[config.mk]
export PLATFORM = sky130hd
export DESIGN_NAME = led_step_sequencer
export DESIGN_NICKNAME = d
export VERILOG_FILES = /design/src/rtl/led_step_sequencer.sv
export SDC_FILE = /design/constraint.sdc
export NUM_CORES = 1
export LEC_CHECK = 0
export BUFFER_PORTS_ARGS = -buffer_cell sky130_fd_sc_hd__buf_2
export CORE_UTILIZATION = 45
export DETAILED_ROUTE_END_ITERATION = 16
export SLEW_MARGIN = 20
export SYNTH_ARGS = -nofsm -noshare
export SYNTH_HDL_FRONTEND = slang
export SYNTH_SLANG_ARGS = --single-unit
[constraint.sdc]
create_clock -name clk -period 2.65 [get_ports clk]
set_input_delay 0.3975 -clock clk [delete_from_list [all_inputs] [get_ports clk]]
set_output_delay 0.3975 -clock clk [all_outputs]
set_load 0.02 [all_outputs]
[src/rtl/led_step_sequencer.sv]
// Stepped 16-LED pattern generator (HOLD/BLINK/RUN/BOUNCE) with power-of-two step periods.
// Define LED_SEQ_STEP_CNT_EN to add the step_cnt output counting every step cycle.
module led_step_sequencer #(
  parameter int FAST_N = 25,
  parameter int SLOW_N = 28
) (
  input  logic        clk,
  input  logic        rst,
  input  logic        en,
  input  logic        speed,
  input  logic        mode_valid,
  input  logic [1:0]  mode_req,
  output logic        mode_ack,
  output logic [1:0]  mode,
`ifdef LED_SEQ_STEP_CNT_EN
  output logic [15:0] step_cnt,
`endif
  output logic [15:0] led
);

  localparam logic [1:0] MODE_HOLD   = 2'd0;
  localparam logic [1:0] MODE_BLINK  = 2'd1;
  localparam logic [1:0] MODE_RUN    = 2'd2;
  localparam logic [1:0] MODE_BOUNCE = 2'd3;

  logic [SLOW_N-1:0] prescaler;
  logic [1:0]        pending;
  logic              pending_valid;
  logic              dir_left;
  logic              fast_tick;
  logic              slow_tick;
  logic              step;
  logic              apply;

  assign fast_tick = &prescaler[FAST_N-1:0];
  assign slow_tick = &prescaler;
  assign step      = en & (speed ? slow_tick : fast_tick);
  assign apply     = step & pending_valid;

  always_ff @(posedge clk or posedge rst) begin
    if (rst) begin
      prescaler     <= '0;
      led           <= 16'hFFFF;
      mode          <= MODE_HOLD;
      dir_left      <= 1'b1;
      pending       <= MODE_HOLD;
      pending_valid <= 1'b0;
      mode_ack      <= 1'b0;
    end else begin
      prescaler <= prescaler + SLOW_N'(1);
      mode_ack  <= 1'b0;

      // A new request always wins the pending register, even on the apply edge.
      if (mode_valid) begin
        pending       <= mode_req;
        pending_valid <= 1'b1;
      end else if (apply) begin
        pending_valid <= 1'b0;
      end

      if (apply) begin
        mode     <= pending;
        mode_ack <= (pending != mode);
        case (pending)
          MODE_BLINK:  led <= 16'hFFFF;
          MODE_RUN:    led <= 16'h0001;
          MODE_BOUNCE: begin
            led      <= 16'h0001;
            dir_left <= 1'b1;
          end
          default:     led <= led;
        endcase
      end else if (step) begin
        case (mode)
          MODE_BLINK: led <= ~led;
          MODE_RUN:   led <= {led[14:0], led[15]};
          MODE_BOUNCE: begin
            // Reversal and the move away from the end happen on the same step.
            if (dir_left) begin
              if (led == 16'h8000) begin
                dir_left <= 1'b0;
                led      <= {1'b0, led[15:1]};
              end else begin
                led <= {led[14:0], 1'b0};
              end
            end else begin
              if (led == 16'h0001) begin
                dir_left <= 1'b1;
                led      <= {led[14:0], 1'b0};
              end else begin
                led <= {1'b0, led[15:1]};
              end
            end
          end
          default: led <= led;
        endcase
      end
    end
  end

`ifdef LED_SEQ_STEP_CNT_EN
  always_ff @(posedge clk or posedge rst) begin
    if (rst) begin
      step_cnt <= 16'h0000;
    end else if (step) begin
      step_cnt <= step_cnt + 16'h0001;
    end
  end
`endif

endmodule

==> results.md <==
* Crit path cell chain: ha_1 -> nand2_1 -> nor4_4 -> nand4_1 -> buf_4 -> a211o_1 -> o211a_1
* RD Place Congestion at 0.848
* Cells after synthesis at 274
* Crit path max-delay cell type: nor4_4
* Final antenna-violating net count at 0
* Asr flop ratio synth at 100%
* Clk root buf: clkbuf_8
* Critical path buffer and inverter count at 1
* Slew HR at 66.7%
* Final Max Slew Viols at 0
* Clk buf depth at 2
* CTS Sinks at 51
* Yosys Warn Count at 0
* Post-synth net total at 282
* Status: finished clean
* Vias in the first global route at 2,023
* Setup Fix Bufs, Post-CTS at 0
* Reg2reg end: led[2]
* F_max at 488 MHz
* DIE AREA at 6320 um2
* # fillers at 534
* Pleak at 1.35 nW
* CTS tree: built
* # DRC at 0
* Final net count at 306
* Hold Crit Class: in -> async
* Post-synth top flop: dfrtp_1
* Die X at 79.5 um
* Final Critical Period at 2.05 ns
* P&R area growth vs syn at 12.0%
* Final hold slack at 0.111 ns
* Seq/Total Area, Yosys at 48.0%
* Final wirelength at 5890 um
* Critical path type: reg -> reg
* Synth top area cells: dfrtp_1, dfstp_2, xnor2_1
* VDD IR max at 0.306 mV
* DR vias/cell at 5.69
* Critical-path maximum fanout at 12
* CTS-repair resized insts at 0
* Largest net degree at the start of global routing at 25
* Antenna cell count at 0
* Yosys top cell by area: dfrtp_1
* Startpoint Class: flip-flop
* Avg Inst Size Synth at 9.86 um2
* First-pass GRT wire length at 10,100 um
* Post-DP HPWL at 4170 um
* Reg2reg setup slack at 0.60 ns
* Cell Area, Synth at 2700 um2
* CP Capture Type: flip-flop
* RSZ-0062 raised after global routing: false
* Post-synth EDFFs at 0
* Std cell rows at 27
* Top-count cell post-synth: dfrtp_1
* Max Cap Viol at 0
* WP data required at 2.88 ns
* Post-Route Setup TNS at 0 ns
* Worst slew pin tran at 0.500 ns
* Core area at 5640 um2
* Critical Path AT at 2.28 ns
* Final hold violations at 0
* CTS buffer count at 5
* Post-synthesis register bit count at 51
* Total GRT Usage at 20.4%
* Hold Buf Count CTS at 0
* Power Dens Cells at 465 nW/um2
* Post-synth top area share at 31.5%
* Total gr overflow at 0
* Top cells by count, synth: dfrtp_1, a21oi_1, nor2_1
* Initial core utilization at 47.9%
* Endpoints failing setup at 0
* Clock slew at reported path FFs at 0.09 ns
* H-tree depth at 2
* Wire per inst at 15.9 um
* FF-to-FF Start: prescaler[0]
* Clk Latency, worst-skew pair at 0.30 ns
* Reg2Reg Depth at 7
* DR iter-0 viols at 125
* Max incr delay on CP at 0.50 ns
* Count of buffers from port buffering at 25
* Clock skew at 0.00792 ns
* Io pins at 26
* Pre-antenna DRT Iters at 4
* Tcrit/Tclk final at 77.4%
* Synth cell types at 44
* Top cell family by delay on the critical path: simple AND/OR/NAND/NOR gates
* Antenna violations before repair at 0
* Die H at 79.5 um
* Vias post-DR at 2,110
* Ratio of cells with drive above 1 in the final layout at 23.7%
==> cell families after synthesis <==
group	Yosys count	synth area share [%]
AO/OA/AOI/OAI	60	15.7
XOR/XNOR	28	9.07
adder cells (fa/ha/maj)	1	0.463
buffers and inverters	23	3.47
flip-flops	51	48.0
multiplexers	6	2.50
AND/OR/NAND/NOR	105	20.7
==> registers in the layout (all words and copies together), names as in the netlist <==
name,cells
pending_valid,1
mode,2
pending,2
dir_left,1
prescaler,28
mode_ack,1
led,16
==> worst max path at each step <==
stage / startpoint / end / slack, ns / cells after the start
2_1_floorplan: prescaler[0] / led[0] / 0.75 / 6
3_3_place_gp: pending_valid / led[7] / 0.58 / 6
3_5_place_dp: prescaler[0] / led[2] / 0.61 / 7
4_1_cts: prescaler[0] / led[10] / 0.59 / 7
5_1_grt: prescaler[0] / led[5] / 0.37 / 7
6_report: prescaler[0] / led[2] / 0.60 / 7
==> report_power, final <==
group	switching (W)	internal (W)	leakage [nW]
clock	0.000255	0.000306	0.0612
combinational	0.0000413	0.0000191	0.667
sequential	0.00000545	0.000782	0.626
total	0.000302	0.00111	1.35
==> metrics by stage <==
step           utilization [%]  cell area (um2)  cells  setup WS, ns  power [W]
2_1_floorplan                -             2700    274         0.751   0.000842
3_3_place_gp              51.6             2910    363         0.582   0.000861
3_5_place_dp              51.6             2910    363         0.615   0.000863
4_1_cts                   53.7             3030    371         0.591    0.00143
5_1_grt                   53.7             3030    371         0.374    0.00147
6_report                  53.7             3030    371         0.600    0.00141
==> layer usage <==
layer | share of wire (%) | wire length (um) | GRT usage, %
met5 | 0 | 0 | 0
met1 | 50 | 2940 | 30.2
met3 | 5.1 | 298 | 3.66
met2 | 44 | 2600 | 30.3
met4 | 0.81 | 48 | 6.00
==> cell usage in the layout, fill, tap and decap left out, types with 4 or more instances in the layout <==
cell type,netlist,routed
buf_4,1,8
nand3_1,11,11
buf_2,2,25
nand2b_1,4,4
nor2_1,26,26
nor3_1,12,12
xor2_1,10,10
nor2b_1,4,4
dfstp_2,17,17
nand4_1,7,7
and3_1,5,5
inv_1,7,6
a221oi_1,11,11
dfrtp_1,34,34
nand2_1,17,17
xnor2_1,18,18
a21oi_1,27,27
mux2_2,6,6
clkbuf_8,0,6
and2_1,5,5
==> cell type report <==
type / count / area (um2) / area share, %
Multi-Input combinational cell: 200 / 1310 / 43.3
Inverter: 7 / 26.3 / 0.868
Timing Repair Buffer: 33 / 185 / 6.12
Clock inverter: 2 / 35.0 / 1.16
Tap cell: 72 / 90.1 / 2.98
Sequential cell: 51 / 1300 / 42.9
Clock buffer: 6 / 82.6 / 2.73
No activity file was read; power rests on OpenSTA's default activity.
